### src/rtl/cardinal_nic_if.sv
// Processor-bus and router-port signal bundle for the Cardinal node NIC.
// Bit 0 is the MSB of every data word.
interface cardinal_nic_if #(
  parameter int DATA_WIDTH = 64,
  parameter int ADDR_WIDTH = 2
);
  logic [ADDR_WIDTH-1:0] addr;
  logic [0:DATA_WIDTH-1] d_in;
  logic [0:DATA_WIDTH-1] d_out;
  logic                  nicEn;
  logic                  nicWrEn;
  logic                  net_si;
  logic                  net_ri;
  logic [0:DATA_WIDTH-1] net_di;
  logic                  net_so;
  logic                  net_ro;
  logic [0:DATA_WIDTH-1] net_do;

  // Processor and router side
  modport master (
    output addr, d_in, nicEn, nicWrEn, net_si, net_di, net_ro,
    input  d_out, net_ri, net_so, net_do
  );

  // NIC side
  modport slave (
    input  addr, d_in, nicEn, nicWrEn, net_si, net_di, net_ro,
    output d_out, net_ri, net_so, net_do
  );
endinterface

### src/rtl/cardinal_nic.sv
// Cardinal node NIC: one-word input and output buffers behind four memory-mapped locations.
// Define NIC_POLARITY_EN to add net_polarity and restrict outbound transfers to even-polarity cycles.
//
// state     | meaning
// IN_EMPTY  | input buffer free, router may send (net_ri = 1)
// IN_FULL   | input buffer holds an unread word
// OUT_EMPTY | output buffer free, processor write accepted
// OUT_FULL  | output buffer holds a word waiting for the router
module cardinal_nic #(
  parameter int DATA_WIDTH = 64,
  parameter int ADDR_WIDTH = 2
) (
  input  logic Clock,
  input  logic Reset,
`ifdef NIC_POLARITY_EN
  input  logic net_polarity,
`endif
  cardinal_nic_if.slave nic
);
  localparam logic [ADDR_WIDTH-1:0] A_IN_BUF  = ADDR_WIDTH'(0);
  localparam logic [ADDR_WIDTH-1:0] A_IN_STS  = ADDR_WIDTH'(1);
  localparam logic [ADDR_WIDTH-1:0] A_OUT_BUF = ADDR_WIDTH'(2);
  localparam logic [ADDR_WIDTH-1:0] A_OUT_STS = ADDR_WIDTH'(3);

  typedef enum logic {IN_EMPTY, IN_FULL}   in_state_t;
  typedef enum logic {OUT_EMPTY, OUT_FULL} out_state_t;

  in_state_t             in_state, in_state_nxt;
  out_state_t            out_state, out_state_nxt;
  logic [0:DATA_WIDTH-1] in_buf, out_buf;
  logic                  in_full, out_full;
  logic                  rd_en, rd_in_buf, wr_out_buf;
  logic                  in_load, out_load, xfer;

  assign in_full    = (in_state == IN_FULL);
  assign out_full   = (out_state == OUT_FULL);
  assign rd_en      = nic.nicEn & ~nic.nicWrEn;
  assign rd_in_buf  = rd_en & (nic.addr == A_IN_BUF);
  assign wr_out_buf = nic.nicEn & nic.nicWrEn & (nic.addr == A_OUT_BUF);

  assign nic.net_ri = ~in_full;
`ifdef NIC_POLARITY_EN
  assign xfer = out_full & nic.net_ro & ~net_polarity;
`else
  assign xfer = out_full & nic.net_ro;
`endif
  assign nic.net_so = xfer;
  assign nic.net_do = out_buf;

  always_comb begin
    in_state_nxt = in_state;
    in_load      = 1'b0;
    unique case (in_state)
      IN_EMPTY: if (nic.net_si) begin
        in_state_nxt = IN_FULL;
        in_load      = 1'b1;
      end
      IN_FULL: if (rd_in_buf) in_state_nxt = IN_EMPTY;
      default: in_state_nxt = IN_EMPTY;
    endcase
  end

  // A write in the transfer cycle refills the buffer with no empty bubble.
  always_comb begin
    out_state_nxt = out_state;
    out_load      = 1'b0;
    unique case (out_state)
      OUT_EMPTY: if (wr_out_buf) begin
        out_state_nxt = OUT_FULL;
        out_load      = 1'b1;
      end
      OUT_FULL: if (xfer) begin
        out_state_nxt = wr_out_buf ? OUT_FULL : OUT_EMPTY;
        out_load      = wr_out_buf;
      end
      default: out_state_nxt = OUT_EMPTY;
    endcase
  end

  always_ff @(posedge Clock) begin
    if (Reset) begin
      in_state  <= IN_EMPTY;
      out_state <= OUT_EMPTY;
    end else begin
      in_state  <= in_state_nxt;
      out_state <= out_state_nxt;
    end
  end

  always_ff @(posedge Clock) begin
    if (Reset) begin
      in_buf  <= '0;
      out_buf <= '0;
    end else begin
      if (in_load)  in_buf  <= nic.net_di;
      if (out_load) out_buf <= nic.d_in;
    end
  end

  // Status reads see the flags as they were before this edge's updates.
  always_ff @(posedge Clock) begin
    if (Reset) begin
      nic.d_out <= '0;
    end else if (rd_en) begin
      unique case (nic.addr)
        A_IN_BUF:  nic.d_out <= in_buf;
        A_IN_STS:  nic.d_out <= {{(DATA_WIDTH-1){1'b0}}, in_full};
        A_OUT_BUF: nic.d_out <= out_buf;
        A_OUT_STS: nic.d_out <= {{(DATA_WIDTH-1){1'b0}}, out_full};
        default:   nic.d_out <= nic.d_out;
      endcase
    end
  end
endmodule

### src/flat_wrapper.sv
// flat-port wrapper written by rule: the top's interface ports become plain ports
module cardinal_nic_flat 
#(
  parameter int DATA_WIDTH = 64,
  parameter int ADDR_WIDTH = 2
)
  (Clock, Reset, nic_addr, nic_d_in, nic_nicEn, nic_nicWrEn, nic_net_si, nic_net_di, nic_net_ro, nic_d_out, nic_net_ri, nic_net_so, nic_net_do);
  cardinal_nic_if #(.DATA_WIDTH(DATA_WIDTH), .ADDR_WIDTH(ADDR_WIDTH)) nic_i ();
  input  logic Clock;
  input  logic Reset;
  input wire logic [$bits(nic_i.addr)-1:0] nic_addr;
  input wire logic [$bits(nic_i.d_in)-1:0] nic_d_in;
  input wire logic [$bits(nic_i.nicEn)-1:0] nic_nicEn;
  input wire logic [$bits(nic_i.nicWrEn)-1:0] nic_nicWrEn;
  input wire logic [$bits(nic_i.net_si)-1:0] nic_net_si;
  input wire logic [$bits(nic_i.net_di)-1:0] nic_net_di;
  input wire logic [$bits(nic_i.net_ro)-1:0] nic_net_ro;
  output wire logic [$bits(nic_i.d_out)-1:0] nic_d_out;
  output wire logic [$bits(nic_i.net_ri)-1:0] nic_net_ri;
  output wire logic [$bits(nic_i.net_so)-1:0] nic_net_so;
  output wire logic [$bits(nic_i.net_do)-1:0] nic_net_do;
  assign nic_i.addr = nic_addr;
  assign nic_i.d_in = nic_d_in;
  assign nic_i.nicEn = nic_nicEn;
  assign nic_i.nicWrEn = nic_nicWrEn;
  assign nic_i.net_si = nic_net_si;
  assign nic_i.net_di = nic_net_di;
  assign nic_i.net_ro = nic_net_ro;
  assign nic_d_out = nic_i.d_out;
  assign nic_net_ri = nic_i.net_ri;
  assign nic_net_so = nic_i.net_so;
  assign nic_net_do = nic_i.net_do;
  cardinal_nic #(.DATA_WIDTH(DATA_WIDTH), .ADDR_WIDTH(ADDR_WIDTH)) u_core (.Clock(Clock), .Reset(Reset), .nic(nic_i));
endmodule
### config.mk
export PLATFORM = sky130hd
export DESIGN_NAME = cardinal_nic_flat
export DESIGN_NICKNAME = d
export VERILOG_FILES = /design/src/rtl/cardinal_nic_if.sv /design/src/rtl/cardinal_nic.sv /design/src/flat_wrapper.sv
export SDC_FILE = /design/constraint.sdc
export NUM_CORES = 1
export LEC_CHECK = 0
export BUFFER_PORTS_ARGS = -buffer_cell sky130_fd_sc_hd__buf_2
export CAP_MARGIN = 20
export CORE_ASPECT_RATIO = 0.75
export CORE_MARGIN = 2
export CORE_UTILIZATION = 28
export CTS_CLUSTER_DIAMETER = 40
export CTS_CLUSTER_SIZE = 20
export DETAILED_ROUTE_END_ITERATION = 12
export PLACE_DENSITY = 0.55
export SYNTH_ARGS = -nofsm -noshare
export SYNTH_HDL_FRONTEND = slang
export SYNTH_SLANG_ARGS = --single-unit
### constraint.sdc
create_clock -name Clock -period 2.2 [get_ports Clock]
set_clock_uncertainty 0.05 [all_clocks]
set_input_delay 0 -clock Clock [delete_from_list [all_inputs] [get_ports Clock]]
set_output_delay 0 -clock Clock [all_outputs]
set_load 0.03 [all_outputs]
Yosys cells after proc, flatten, opt, wreduce, memory -nomap -nowiden. Cells that the tools add are included.

Register bits after elaboration: 194. Latch bits: 0. RAM bits: 0. Bits in read-only memories: 0. Bits of input ports: 136. Output and inout bits: 130. Memories: 0.

Add/sub/neg operators: 0. $mul: 0. Divide/modulo/power cells: 0. $lt $le $gt $ge: 0. Equal/unequal tests: 3. Shift-type cells: 0. Multiplexer cells: 10. Bitwise operators: 8. Reductions and logical operators: 1.

Operator list (count): $pmux W64 S4 (1); $mux W1 (6); $pmux W1 S2 (3); $and A1 B1 Y1 (5); $eq A2 B2 Y1 const B (2); $not A1 Y1 (3); $eq A2 B1 Y1 const B (1); $logic_not A2 Y1 (1).

Depth between registers and ports, before layout.
Word-level depth: 5. Mapped depth: 6. Mapped depth without buffers: 3.

Worst setup path after synthesis. Ideal clock, no wire load.

Kind: register -> register. From: register u_core.in_state, in the netlist u_core.in_full. To: register u_core.in_buf[11] in the netlist's numbering. Setup time: 70 ps. Arrival time: 1151 ps. Path slack: 929 ps. Stages on the path, launching flop included: 6. Path buffers: 2. Clock period less this slack: 1271 ps. Cells stage by stage: dfxtp_1 -> nor2b_1 -> clkbuf_1 -> buf_1 -> nand2_1 -> a21oi_1.

Word-level cells in the longest chain between the ends: 1.

RTL lines: from (decl) (line cardinal_nic.sv:28) `in_state_t in_state, in_state_nxt;`; from (signal assigned) (line cardinal_nic.sv:85) `in_state <= in_state_nxt;`; $mux W1 (line cardinal_nic.sv:53) `unique case (in_state)`; to (signal assigned) (line cardinal_nic.sv:95) `if (in_load) in_buf <= nic.net_di;`; to (decl) (line cardinal_nic.sv:30) `logic [0:DATA_WIDTH-1] in_buf, out_buf;`.

Every way passes these cells. A chain may end at the register's enable or synchronous reset.

Final worst setup path.
From: input port nic_addr[0]. To: register u_core.out_buf, in the netlist u_core.nic.net_do[12].

Word-level cells in the longest chain between the ends: 4.

RTL lines: from (decl) (line flat_wrapper.sv:11) `input wire logic [$bits(nic_i.addr)-1:0] nic_addr;`; $eq A2 B2 Y1 * (line cardinal_nic.sv:39) `assign wr_out_buf = nic.nicEn & nic.nicWrEn & (nic.addr == A_OUT_BUF);`; $and A1 B1 Y1 * (line cardinal_nic.sv:39); $mux W1 (on tied branches) (line cardinal_nic.sv:72, cardinal_nic.sv:68); $pmux W1 S2 * (line cardinal_nic.sv:67) `unique case (out_state)`; to (signal assigned) (line cardinal_nic.sv:96) `if (out_load) out_buf <= nic.d_in;`; to (decl) (line cardinal_nic.sv:30).

Mark *: on every way between the ends. The rest lies on a longest branch, timed or not.

==> flow_results.org <==
** Detailed routing
- The routed layout has 7002 vias.
- After detailed routing, the number of remaining DRC violations is 0.
- After the first detailed-routing iteration, the DRC count stood at 282.
- After detailed routing, the number of vias per cell comes to 4.604.
- Detailed Route WL :: 24890 microns
- Wire length on met1 :: 11630 microns
- After detailed routing, the average wire length per cell comes to 16.37 microns.
- Top sig layer :: met4
- Routed length on met2 :: 11490 microns
- Post-DRT Antenna Nets :: 0
- Met3 wire length :: 1549 microns
- The first detailed-routing pass ran for 6 iterations.

** Clock network
- The H-tree was split into 4 levels.
- For this design, the sink count on the clock tree is 194.
- The number of gates resized after CTS was 0.
- The number of clock buffers added by TritonCTS is 17.
- The later pin in the worst-skew pair is clocked with a latency of 440 ps.
- Root buffer cell :: clkbuf_16
- TritonCTS clock tree :: yes
- Clock transition time at the flip-flop clock pins of the worst setup and hold paths :: 80 ps
- Max clock buf depth :: 2

** STA
- In this run the tightest slew margin relative to its limit is 0.5864.
- The routed design could run at a clock period as short as 1635 ps.
- The max-slew violation total from the final report was 0.
- Setup repair after global routing left no endpoint under its margin.
- Highest clock rate :: 0.6115 GHz
- Final hold vios :: 0
- Setup Viol. Count Final :: 0
- Share of the clock period used by the worst path after layout :: 0.7433
- For the pin with the worst max-slew slack, the measured transition is 620.3 ps.
- For the final routed database, the setup TNS stands at 0 ps.

** Critical path
- On the worst path, the slowest cell contributes a delay of 530 ps.
- For the worst setup path, the data required time is 2510 ps.
- The slowest stage of the critical path belongs to the cell dlygate4sd3_1.
- Critical path, cell by cell :: dlygate4sd3_1 -> buf_2 -> nand4b_1 -> nor2b_4 -> buf_4 -> mux2i_1
- Along the worst path, the maximum fanout reaches 31.
- The critical path is of the input pin to flip-flop type.
- Worst Reg-to-Reg Cells :: 4
- CP Launch Point :: nic_addr[0]
- The startpoint identified for the worst register-to-register timing path is u_core.in_full.
- Crit path DAT :: 1940 ps
- The worst setup path is launched from an input pin.
- Nature of the critical path endpoint :: flip-flop

** Power and ir drop
- VDD IR max :: 0.4913 mV
- Dividing total power by cell area gives a power density of 690.6 nW/um^2.
- Total power for the finished layout comes to 7.741 mW.
- Leakage dissipation :: 5.056 nW

** Synth
- Main combinational cell family by area after synthesis :: simple AND/OR/NAND/NOR gates
- Syn_nets :: 931
- The average instance in the mapped netlist occupies 9.733 sq um.
- The cell area that synthesis handed to floorplanning was 7737 sq um.
- Number of cells produced by synthesis :: 795
- Area share of and/or/nand/nor cells after synthesis :: 0.2314
- After synthesis, the share of cell area in mux cells is 0.08409.
- Xor/xnor cell area share of the yosys netlist :: 0
- Register bit total from synthesis :: 194
- Yosys Warn Count :: 0
- The compound-cell area share of the yosys netlist is 0.1268.
- The netlist uses 25 different library cells.
- Of the synthesized area, sequential elements account for 0.5019.
- Synthesized-area fraction occupied by adder cells :: 0

** Global routing
- Antenna violations before repair :: 0
- Via count of the first global-routing pass :: 7055
- For this run, the total global-route usage over all layers was measured as 0.1693.
- First-pass GRT wire length :: 38580 microns
- Global routing finished with a remaining overflow of 0.
- Maximum number of pins on one net before global-route repair :: 126

** Final layout
- In the layout the commonest cells are buf_2, dfxtp_1, dlygate4sd3_1.
- Of the cells placed in the final design, the portion with a size suffix greater than 1 is 0.2692.
- The area growth from synthesis to layout is 44.86%.
- Leaving out fill and tap cells, the most frequent cell in the layout is buf_2.
- Post-layout nets :: 1293
- N_diodes :: 0

** Hold path
- Min-Delay Path Class :: input pin to flip-flop
- Hold Path Stages :: 4
- Worst hold start :: nic_nicWrEn

** Placed design
- Final weighted congestion of routability-driven global placement :: 0.7384
- Post-detail-place hpwl :: 15670 microns
- PortBufs :: 265

** Floorplanning
- In this run the core area contains 52 standard-cell rows.
- The die is 148.0 microns tall.
- The floorplan step set the die width to 196.0 microns.
- The die covers 28990 sq um.
- The floorplan step defined a core boundary enclosing 27070 sq um.
- Starting Density :: 0.2859
- Io pins :: 266

** Flow run
- # Max-Cap Violations :: 0

** Run status
- The flow ran to the end, and the final reports show no timing, DRC or antenna violations.
-- metrics by stage --
| stage | utilization | hold slack (ps) | cells | instance area [sq um] | setup WS (ps) |
|---|---|---|---|---|---|
| 6_report | 0.4141 | 34.77 | 1521 | 11210 | 564.7 |
| 5_1_grt | 0.4141 | 69.34 | 1521 | 11210 | 442.3 |
| 4_1_cts | 0.4141 | 12.43 | 1521 | 11210 | 574.8 |
| 3_5_place_dp | 0.3430 | 196.7 | 1356 | 9283 | 650.9 |
| 3_3_place_gp | 0.3430 | 191.8 | 1356 | 9283 | 675.2 |
| 2_1_floorplan | - | 85.96 | 795 | 7737 | 928.5 |
-- registers in the layout (all words and copies together), names as in the netlist --
name / cells
u_core.out_full: 1
u_core.nic.d_out: 64
u_core.in_full: 1
u_core.nic.net_do: 64
u_core.in_buf: 64
-- power breakdown --
| part | total [mW] | switching (mW) | leakage, nW | internal [mW] |
|---|---|---|---|---|
| Combinational | 0.868 | 0.441 | 3.20 | 0.427 |
| Sequential | 3.68 | 0.0635 | 1.58 | 3.61 |
| Clock | 3.19 | 1.46 | 0.284 | 1.73 |
| Total | 7.74 | 1.97 | 5.06 | 5.78 |
-- layout make-up --
cell class              count  area (sq um)
clock inverters            12         147.6
multi-input cells         531          3447
repair buffers            412          2840
clock buffers              20         446.7
well taps                 351         439.2
inverters                   1         3.754
flip-flops and latches    194          3884
fillers                  2687         15860
-- worst paths after layout --
check	to	slack, ps
max	u_core.nic.net_do[12]	560
min	u_core.nic.d_out[63]	30
max reg2reg	u_core.in_buf[38]	640
min reg2reg	u_core.in_buf[62]	400
-- metal layers --
| layer | global-route usage | up-vias |
|---|---|---|
| met5 | 0 | - |
| met4 | 0.04318 | 0 |
| met3 | 0.04495 | 14 |
| met2 | 0.2842 | 195 |
| met1 | 0.2165 | 3309 |
| li1 | - | 3484 |
-- logic make-up after synthesis --
family	after synthesis
multiplexers	65
AND/OR/NAND/NOR	335
flip-flops	194
buffers and inverters	70
AO/OA/AOI/OAI	131
-- critical path, delay by kind of cell --
family        cells  cell delay, ps
simple gates      2             440
mux               1             260
buf+inv           3            1220
-- Yosys cell counts --
| master | number | area share |
|---|---|---|
| inv_1 | 1 | 0.00048 |
| a221o_1 | 63 | 0.082 |
| buf_12 | 3 | 0.0078 |
| and2_1 | 1 | 0.00081 |
| or3_1 | 1 | 0.00081 |
| nor2_1 | 3 | 0.0015 |
| nor2b_1 | 4 | 0.0032 |
| nor4b_4 | 1 | 0.0031 |
| a311oi_1 | 2 | 0.0023 |
| a21oi_1 | 65 | 0.042 |
| and3_1 | 63 | 0.051 |
| buf_2 | 7 | 0.0045 |
| dlymetal6s2s_1 | 5 | 0.0081 |
| nand3_1 | 1 | 0.00065 |
| buf_4 | 6 | 0.0058 |
| nand2_1 | 128 | 0.062 |
| mux2i_1 | 65 | 0.084 |
| nand2b_1 | 131 | 0.11 |
| buf_8 | 4 | 0.0078 |
| dfxtp_1 | 194 | 0.50 |
| nand4b_1 | 1 | 0.0011 |
| buf_1 | 6 | 0.0029 |
| o21a_1 | 1 | 0.00097 |
| clkbuf_1 | 38 | 0.018 |
| and2b_4 | 1 | 0.0013 |
-- what timing repair did --
action                    in CTS  in global routing
setup buffers                  0                  0
hold buffers                 133                  0
hold endpoints to repair     131                  0
No activity file was read; power rests on OpenSTA's default activity.
